--- src/rtl/instruction_fetch_pkg.sv ---
`default_nettype none
// ============================================================================
// Module      : instruction_fetch_pkg
// Description : Shared types and constants for the instruction fetch unit:
//               fetch FSM state encoding, the NOP word loaded on reset and
//               the default reset PC.
// Revision    : 1.0 - initial release
// ============================================================================
package instruction_fetch_pkg;

  typedef enum logic [1:0] {
    FETCH = 2'd0,
    ISSUE = 2'd1,
    FAULT = 2'd2
  } if_state_t;

  // addi x0, x0, 0
  localparam logic [31:0] c_NOP_INSN         = 32'h0000_0013;
  localparam logic [31:0] c_RESET_PC_DEFAULT = 32'h0000_0000;

endpackage
`default_nettype wire

--- src/rtl/next_pc_calc.sv ---
`default_nettype none
// ============================================================================
// Module      : next_pc_calc
// Description : Purely combinational branch-resolution and next-PC selection
//               for the instruction currently held by the fetch unit.
// Revision    : 1.0 - initial release
// ============================================================================
module next_pc_calc (
  input  logic [31:0] i_pc,
  input  logic [31:0] i_imm,
  input  logic [31:0] i_rs1_data,
  input  logic        i_branch,
  input  logic        i_nbranch,
  input  logic        i_branch_lt,
  input  logic        i_branch_ge,
  input  logic        i_branch_ltu,
  input  logic        i_branch_geu,
  input  logic        i_jal,
  input  logic        i_jalr,
  input  logic        i_zero,
  input  logic        i_lt,
  input  logic        i_ltu,
  output logic        o_taken,
  output logic [31:0] o_next_pc
);

  logic [31:0] w_jalr_sum;

  assign w_jalr_sum = i_rs1_data + i_imm;

  // Resolve the conditional branch, then pick the target by priority:
  // jalr over jal over taken branch over sequential. All sums wrap mod 2^32.
  always_comb begin
    o_taken = (i_branch     &  i_zero) |
              (i_nbranch    & ~i_zero) |
              (i_branch_lt  &  i_lt)   |
              (i_branch_ge  & ~i_lt)   |
              (i_branch_ltu &  i_ltu)  |
              (i_branch_geu & ~i_ltu);
    o_next_pc = i_pc + 32'd4;
    if (i_jalr) begin
      o_next_pc = {w_jalr_sum[31:1], 1'b0};
    end else if (i_jal || o_taken) begin
      o_next_pc = i_pc + i_imm;
    end
  end

endmodule
`default_nettype wire

--- src/rtl/instruction_fetch.sv ---
`default_nettype none
// ============================================================================
// Module      : instruction_fetch
// Description : Single-outstanding instruction fetch unit. Requests the word
//               at pc, holds it for the decoder until it retires, then
//               advances pc via next_pc_calc. Memory timeouts and misaligned
//               targets park the unit in a sticky fault until reset.
// Revision    : 1.0 - initial release
// ============================================================================
module instruction_fetch
  import instruction_fetch_pkg::*;
#(
  parameter logic [31:0] RESET_PC     = c_RESET_PC_DEFAULT,
  parameter int          IMEM_TIMEOUT = 16
) (
  input  logic        clk,
  input  logic        rst,
  output logic        imem_req,
  output logic [31:0] imem_addr,
  input  logic        imem_ack,
  input  logic [31:0] imem_rdata,
  output logic [31:0] instruction,
  output logic        inst_valid,
  output logic [31:0] pc,
  output logic [31:0] pc_plus4,
  input  logic        exec_done,
  input  logic        Branch,
  input  logic        nBranch,
  input  logic        branch_lt,
  input  logic        branch_ge,
  input  logic        branch_ltu,
  input  logic        branch_geu,
  input  logic        jal,
  input  logic        jalr,
  input  logic        zero,
  input  logic        lt,
  input  logic        ltu,
  input  logic [31:0] imm,
  input  logic [31:0] rs1_data,
  output logic        fault
);

  localparam int CW = (IMEM_TIMEOUT > 1) ? $clog2(IMEM_TIMEOUT) : 1;
  localparam logic [CW-1:0] c_CNT_LAST = CW'(IMEM_TIMEOUT - 1);

  if_state_t   r_state;
  if_state_t   w_state_nxt;
  logic [31:0] r_pc;
  logic [31:0] r_insn;
  logic [CW-1:0] r_cnt;
  logic [31:0] w_next_pc;
  logic        w_taken;

  next_pc_calc u_next_pc_calc (
    .i_pc         (r_pc),
    .i_imm        (imm),
    .i_rs1_data   (rs1_data),
    .i_branch     (Branch),
    .i_nbranch    (nBranch),
    .i_branch_lt  (branch_lt),
    .i_branch_ge  (branch_ge),
    .i_branch_ltu (branch_ltu),
    .i_branch_geu (branch_geu),
    .i_jal        (jal),
    .i_jalr       (jalr),
    .i_zero       (zero),
    .i_lt         (lt),
    .i_ltu        (ltu),
    .o_taken      (w_taken),
    .o_next_pc    (w_next_pc)
  );

  // FSM state register.
  always_ff @(posedge clk or posedge rst) begin
    if (rst) begin
      r_state <= FETCH;
    end else begin
      r_state <= w_state_nxt;
    end
  end

  // Next-state and status outputs. The request is masked during reset so no
  // fetch is advertised until the first cycle after release.
  always_comb begin
    w_state_nxt = r_state;
    imem_req    = 1'b0;
    inst_valid  = 1'b0;
    fault       = 1'b0;
    case (r_state)
      FETCH: begin
        imem_req = 1'b1;
        if (imem_ack) begin
          w_state_nxt = ISSUE;
        end else if (r_cnt == c_CNT_LAST) begin
          w_state_nxt = FAULT;
        end
      end
      ISSUE: begin
        inst_valid = 1'b1;
        if (exec_done) begin
          // A halfword-misaligned target can never be fetched: fault instead.
          w_state_nxt = w_next_pc[1] ? FAULT : FETCH;
        end
      end
      FAULT: begin
        fault = 1'b1;
      end
      default: begin
        w_state_nxt = FAULT;
      end
    endcase
    if (rst) begin
      imem_req = 1'b0;
    end
  end

  // PC, held instruction and ack-wait counter.
  always_ff @(posedge clk or posedge rst) begin
    if (rst) begin
      r_pc   <= RESET_PC;
      r_insn <= c_NOP_INSN;
      r_cnt  <= '0;
    end else begin
      case (r_state)
        FETCH: begin
          if (imem_ack) begin
            r_insn <= imem_rdata;
            r_cnt  <= '0;
          end else begin
            r_cnt <= r_cnt + CW'(1);
          end
        end
        ISSUE: begin
          if (exec_done && !w_next_pc[1]) begin
            r_pc <= w_next_pc;
          end
        end
        default: begin
        end
      endcase
    end
  end

  assign imem_addr   = r_pc;
  assign pc          = r_pc;
  assign pc_plus4    = r_pc + 32'd4;
  assign instruction = r_insn;

endmodule
`default_nettype wire
--- config.mk ---
export PLATFORM = sky130hd
export DESIGN_NAME = instruction_fetch
export DESIGN_NICKNAME = d
export VERILOG_FILES = /design/src/rtl/instruction_fetch_pkg.sv /design/src/rtl/next_pc_calc.sv /design/src/rtl/instruction_fetch.sv
export SDC_FILE = /design/constraint.sdc
export NUM_CORES = 1
export LEC_CHECK = 0
export CAP_MARGIN = 30
export CELL_PAD_IN_SITES_DETAIL_PLACEMENT = 1
export CELL_PAD_IN_SITES_GLOBAL_PLACEMENT = 1
export CORE_MARGIN = 5
export CORE_UTILIZATION = 37
export DETAILED_ROUTE_END_ITERATION = 6
export GPL_ROUTABILITY_DRIVEN = 0
export PLACE_DENSITY = 0.93
export SLEW_MARGIN = 20
export SYNTH_ARGS = -nofsm -noshare
export SYNTH_HDL_FRONTEND = slang
export SYNTH_SLANG_ARGS = --single-unit
export TNS_END_PERCENT = 30
--- constraint.sdc ---
create_clock -name clk -period 8.4 [get_ports clk]
set_clock_uncertainty 0.15 [all_clocks]
set_input_delay 1.26 -clock clk [delete_from_list [all_inputs] [get_ports clk]]
set_output_delay 1.26 -clock clk [all_outputs]
set_load 0.005 [all_outputs]
## Yosys cells after proc, flatten, opt, wreduce, memory -nomap -nowiden

Index checks and enable logic that the tools add are counted.

| cells by class | value |
|---|---|
| $add $sub $neg | 4 |
| equal/unequal tests | 5 |
| multiplexer cells | 12 |
| bitwise logic cells | 15 |
| reduce and logical (&&, ||, !) cells | 7 |

Operator list:

| operator | number |
|---|---|
| adder 32 bit | 2 |
| 2-to-1 mux 32 bit | 2 |
| adder 32 x 3 -> 32 bit, second input constant | 1 |
| 2-to-1 mux 2 bit | 4 |
| AND 1 bit | 6 |
| case mux 2 bit (3 select lines) | 1 |
| OR 1 bit | 5 |
| adder 4 x 1 -> 4 bit, second input constant | 1 |
| == test 4 bit, second input constant | 1 |
| 2-to-1 mux 1 bit | 4 |
| 2-to-1 mux 4 bit | 1 |
| NOT 1 bit | 4 |
| AND reduction 2 bit | 2 |
| != test 3 bit, second input constant | 1 |
| AND reduction 3 bit | 1 |
| == test 2 x 1 -> 1 bit, second input constant | 1 |
| == test 2 bit, second input constant | 1 |
| zero test 2 bit | 1 |
| != test 2 bit, second input constant | 1 |
| logical AND 1 bit | 1 |
| zero test 1 bit | 1 |
| logical OR 1 bit | 1 |

| storage, ports and cells | value |
|---|---|
| flip-flop bits (word level) | 70 |
| output and inout port bits | 131 |

## Depth between registers and ports, before layout

| logic depth | value |
|---|---|
| word-level depth | 13 |
| gate-level depth with buffers | 11 |

## Modules after synthesis

A second synthesis with hierarchy kept.

| second synthesis, totals | value |
|---|---|
| cell total of the unflattened synthesis | 953 |
| area total of the unflattened synthesis | 7982.7 µm² |

Modules (own cells, without submodules):

| module | times used | cells each | area each (µm²) | seq. area each (µm²) |
|---|---|---|---|---|
| next_pc_calc | 1 | 663 | 4455.5 | 0.0 |
| instruction_fetch | 1 | 290 | 3527.1 | 1755.4 |

## Least setup slack after synthesis

No wires, ideal clock.

| path | value |
|---|---|
| kind | in2reg |
| start point | input imm[0] |
| end point | register r_pc[26] (netlist: imem_addr[26]) |
| data arrival time | 3719 ps |
| data required time | 8156 ps |
| path slack | 4437 ps |
| stages | 11 |
| path buffers | 0 |
| path through | and2_1 -> fa_1 -> a211oi_1 -> o21bai_1 -> a211oi_2 -> o21ai_1 -> a221o_1 -> a221oi_1 -> mux2i_1 -> a21oi_1 -> a211oi_1 |

| between the ends | value |
|---|---|
| word-level cells in the longest chain between the ends | 6 |
| elaborated cells between the ends (all ways) | 7 |
| those cells by class | 2 x add/sub; 2 x mux; 3 x reduce/logical |

Ends and longest elaborated chain:

| element | RTL line | source |
|---|---|---|
| start: declaration | instruction_fetch.sv:38 | `input logic [31:0] imm,` |
| adder 32 bit | next_pc_calc.sv:44 | `o_next_pc = i_pc + i_imm;` |
| 2-to-1 mux 32 bit | next_pc_calc.sv:43 | `end else if (i_jal \|\| o_taken) begin` |
| 2-to-1 mux 32 bit * | next_pc_calc.sv:41 | `if (i_jalr) begin` |
| zero test 1 bit | instruction_fetch.sv:134 | `if (exec_done && !w_next_pc[1]) begin` |
| logical AND 1 bit | instruction_fetch.sv:134 |  |
| AND reduction 2 bit (no line) | - |  |
| end signal: assignment | instruction_fetch.sv:135 | `r_pc <= w_next_pc;` |
| end: declaration | instruction_fetch.sv:48 | `logic [31:0] r_pc;` |

Mark *: on every way between the ends. The rest lies on a longest branch, timed or not.
A chain may end at the register's enable or synchronous reset.

## Final worst setup path

| path | value |
|---|---|
| start point | input ltu |
| end point | register r_pc[22] (netlist: imem_addr[22]) |

| between the ends | value |
|---|---|
| word-level cells in the longest chain between the ends | 9 |
| elaborated cells between the ends (all ways) | 11 |
| those cells by class | 2 x mux; 5 x bitwise; 4 x reduce/logical |

Ends and longest elaborated chain:

| element | RTL line | source |
|---|---|---|
| start: declaration | instruction_fetch.sv:37 | `input logic ltu,` |
| AND 1 bit / NOT 1 bit (equally long branches) | next_pc_calc.sv:38, next_pc_calc.sv:39 |  |
| OR 1 bit / AND 1 bit (equally long branches) | next_pc_calc.sv:37, next_pc_calc.sv:39 |  |
| OR 1 bit * | next_pc_calc.sv:38 | `(i_branch_ltu & i_ltu) \|` |
| logical OR 1 bit * | next_pc_calc.sv:43 |  |
| 2-to-1 mux 32 bit * | next_pc_calc.sv:43 |  |
| 2-to-1 mux 32 bit * | next_pc_calc.sv:41 |  |
| zero test 1 bit | instruction_fetch.sv:134 |  |
| logical AND 1 bit | instruction_fetch.sv:134 |  |
| AND reduction 2 bit (no line) | - |  |

Marked as above.

==> results by group <==
Status
  – Status: complete, no violations

Die
  – Die ar.: 22100 µm²
  – Chip width: 149 µm
  – Standard cell core area: 18800 µm²
  – Top Ports: 242
  – Die Y-Extent: 149 µm
  – Initial Util: 0.378
  – Cell row count: 50

Layout
  – Share of final-layout standard cells stronger than drive strength 1: 0.0734
  – Area growth, synth to finish: 38.7%
  – Final layout net count: 1234
  – Most frequent standard cell in the layout excluding fill and tap cells: sky130_fd_sc_hd__clkdlybuf4s50_1
  – Final design utilization: 0.525
  – Commonest cells after routing, fill and taps aside: 241 x sky130_fd_sc_hd__clkdlybuf4s50_1, 88 x sky130_fd_sc_hd__nand2_1, 67 x sky130_fd_sc_hd__dfrtp_1
  – Inserted Diodes: 0

Power
  – Gate power share: 0.621
  – Net Switching: 1260 µW
  – P_int: 1770 µW
  – Pwr per Cell Area: 307 nW/µm²
  – IR Drop Worst-Case VDD: 0.110 mV
  – Share of total power in the clock network: 0.130
  – Sw frac: 0.416
  – Lkg Pwr: 0.00414 µW
  – Portion of total power attributed to sequential cells: 0.248

Setup path
  – Worst setup endpoint: imem_addr[22]
  – Worst reg2reg path depth: 11
  – Data required, critical path: 8.49 ns
  – Maximum fanout along the worst path: 28
  – Startpoint kind of the worst setup timing path: input port
  – CP endpoint kind: flop
  – Capture instance of the worst register-to-register path: imem_addr[22]
  – Crit Path Category: input port to flop
  – R2r startpoint: imem_addr[0]
  – Critical path data arrival time: 5.07 ns
  – Launching element of the worst setup path: ltu
  – Reg2Reg Setup Slack: 4.55 ns

Drt
  – ANT nets after route: 0
  – Total wire length after detailed routing: 28900 µm
  – Number of optimization iterations in the first detailed-route pass: 6
  – Overall via count from detail_route: 7652
  – Post-route DRC: 0
  – Post-DR wirelength/cell: 21.8 µm
  – Initial DRC Count: 546
  – Per-cell via count in the routed design: 5.78

Clocking
  – Resized Gates After CTS: 0
  – Clock H-tree levels: 3
  – Post-CTS setup-driven buffer insertion count: 0
  – Number of buffers added to fix hold violations after cts: 0
  – Number of sinks handled by clock tree synthesis: 70
  – Clock slew at reported path FFs: 0.06 ns
  – Clock tree from TritonCTS: done
  – Max Buffers Root-to-Sink: 2
  – Worst-skew pair later-pin latency: 0.32 ns
  – Root Buffer: sky130_fd_sc_hd__clkbuf_16
  – CTS Buf Count: 9

Synthesis
  – Most common flop cell mapped by yosys: sky130_fd_sc_hd__dfrtp_1
  – Warnings from Yosys: 0
  – Post-synthesis instance total: 857
  – Number of enable-type register cells in the synthesized netlist: 0
  – Share of flip-flops with an asynchronous set or reset after synthesis: 1.00
  – Mean area per synthesized cell: 8.31 µm²
  – Yosys reg bits: 70
  – Sequential share of the synthesized area: 0.246
  – Synth Net Count: 1033
  – Area of the mapped netlist: 7130 µm²
  – Distinct cell type count after synthesis: 69

Placed design
  – Hpwl dp: 23800 µm
  – Port buffer count: 241

Global routing
  – Overall routing resource usage: 0.253
  – Pin count of the biggest net entering global routing: 39
  – Residual overflow from global routing: 0
  – Global-route wire length before repair: 44800 µm
  – Number of global-route vias before repair: 7962
  – Antenna violations before repair: 0

Timing
  – Minimum period implied by the final worst setup slack: 4.98 ns
  – Setup total negative slack: 0 ns
  – Share of the cycle needed by the critical path after routing: 0.593
  – Maximum clock rate: 201 MHz
  – Total count of hold-check failures in the final report: 0
  – Slew HR: 0.414
  – Worst Max-Slew Pin Slew: 0.870 ns
  – Number of max-slew violations in the final report: 0
  – RSZ-0062 raised after global routing: false
  – Final-report setup violation count: 0

Job
  – Max-cap viol count: 0

Hold path
  – Min-delay worst type: flop to flop
[routing by layer]
layer  wire (µm)  global-route usage  up-vias
met4         744              0.0783        0
met3        1820              0.0356       54
met2       14100               0.445      330
met1       12200               0.320     3732
met5           0                   0        -
li1            -                   -     3536
[layout make-up]
| cell class | instances | area [µm²] |
|---|---|---|
| fill | 2181 | 8950 |
| multi-input combinational | 707 | 4930 |
| timing repair buffer | 249 | 2480 |
| sequential | 70 | 1760 |
| tap | 260 | 325 |
| clock buffer | 11 | 253 |
| inverter | 21 | 78.8 |
| clock inverter | 5 | 57.6 |
[logic make-up after synthesis]
family          Yosys count  synth area share
xor+xnor                 79            0.0971
fa+ha+maj                65             0.116
flops                    70             0.246
simple gates            270             0.178
compound gates          249             0.230
mux                      44            0.0694
buf+inv                  80            0.0629
[metrics by stage]
stage	hold WS, ns	std cells	worst slack [ns]	cell area (µm²)	power [µW]
finish	0.350	1323	3.42	9880	3030
detailed placement	0.341	1307	3.16	9570	2630
floorplan	0.294	857	4.44	7130	1700
global route	0.389	1323	3.26	9880	3240
CTS	0.353	1323	3.49	9880	3040
global placement	0.320	1306	3.28	9560	2550
[power groups by stage]
stage                     combinational [µW]  sequential [µW]  clock (µW)
after CTS                               1880              753         404
final                                   1880              753         395
after floorplan                         1020              676           0
after detailed placement                1870              758           0
after global routing                    2030              781         420
after global placement                  1800              742           0
[critical path: stages]
cell                              delay, ns
sky130_fd_sc_hd__clkdlybuf4s50_1       0.49
sky130_fd_sc_hd__mux2_4                0.32
sky130_fd_sc_hd__or4_4                 0.72
sky130_fd_sc_hd__mux2_4                0.38
sky130_fd_sc_hd__o21ai_2               0.17
sky130_fd_sc_hd__and2b_1               0.63
sky130_fd_sc_hd__nand2_1               0.50
sky130_fd_sc_hd__o21ai_0               0.35
sky130_fd_sc_hd__a221oi_1              0.11
sky130_fd_sc_hd__o21ai_0               0.10
[cell usage after synthesis (all sizes together), types with 4 or more instances]
cell | count | area, µm²
a211o | 9 | 78.8
a211oi | 23 | 178
a21o | 23 | 173
a21oi | 65 | 325
a221oi | 4 | 35.0
a31oi | 10 | 62.6
and2 | 6 | 37.5
and3 | 16 | 100
and4 | 4 | 35.0
buf | 41 | 300
clkbuf | 18 | 68.8
dfrtp | 67 | 1680
ha | 63 | 788
inv | 20 | 75.1
mux2 | 37 | 424
mux2i | 7 | 70.1
nand2 | 88 | 330
nand2b | 7 | 43.8
nand3 | 30 | 150
nand4 | 8 | 50.1
nor2 | 66 | 248
nor2b | 9 | 56.3
nor3 | 18 | 90.1
nor4 | 6 | 43.8
o211ai | 11 | 82.6
o21ai | 51 | 263
o21bai | 8 | 60.1
o221ai | 4 | 35.0
o22ai | 5 | 31.3
o31ai | 6 | 50.1
or2 | 4 | 25.0
or3 | 4 | 25.0
xnor2 | 44 | 385
xor2 | 35 | 307
[worst min path at each step]
stage | end | slack, ns | depth (start not counted) | startpoint
after floorplan | r_cnt[3] | 0.29 | 1 | r_cnt[3]
after global placement | r_cnt[3] | 0.32 | 1 | r_cnt[3]
after detailed placement | r_cnt[3] | 0.34 | 1 | r_cnt[3]
after CTS | r_cnt[3] | 0.35 | 1 | r_cnt[3]
after global routing | instruction[27] | 0.39 | 1 | instruction[27]
final | r_cnt[3] | 0.35 | 1 | r_cnt[3]
[sequential cells by signal, indices dropped and copies added, names as in the netlist]
| name | count |
|---|---|
| r_cnt | 4 |
| r_state | 2 |
| imem_addr | 32 |
| instruction | 32 |
No activity file was read; power rests on OpenSTA's default activity.
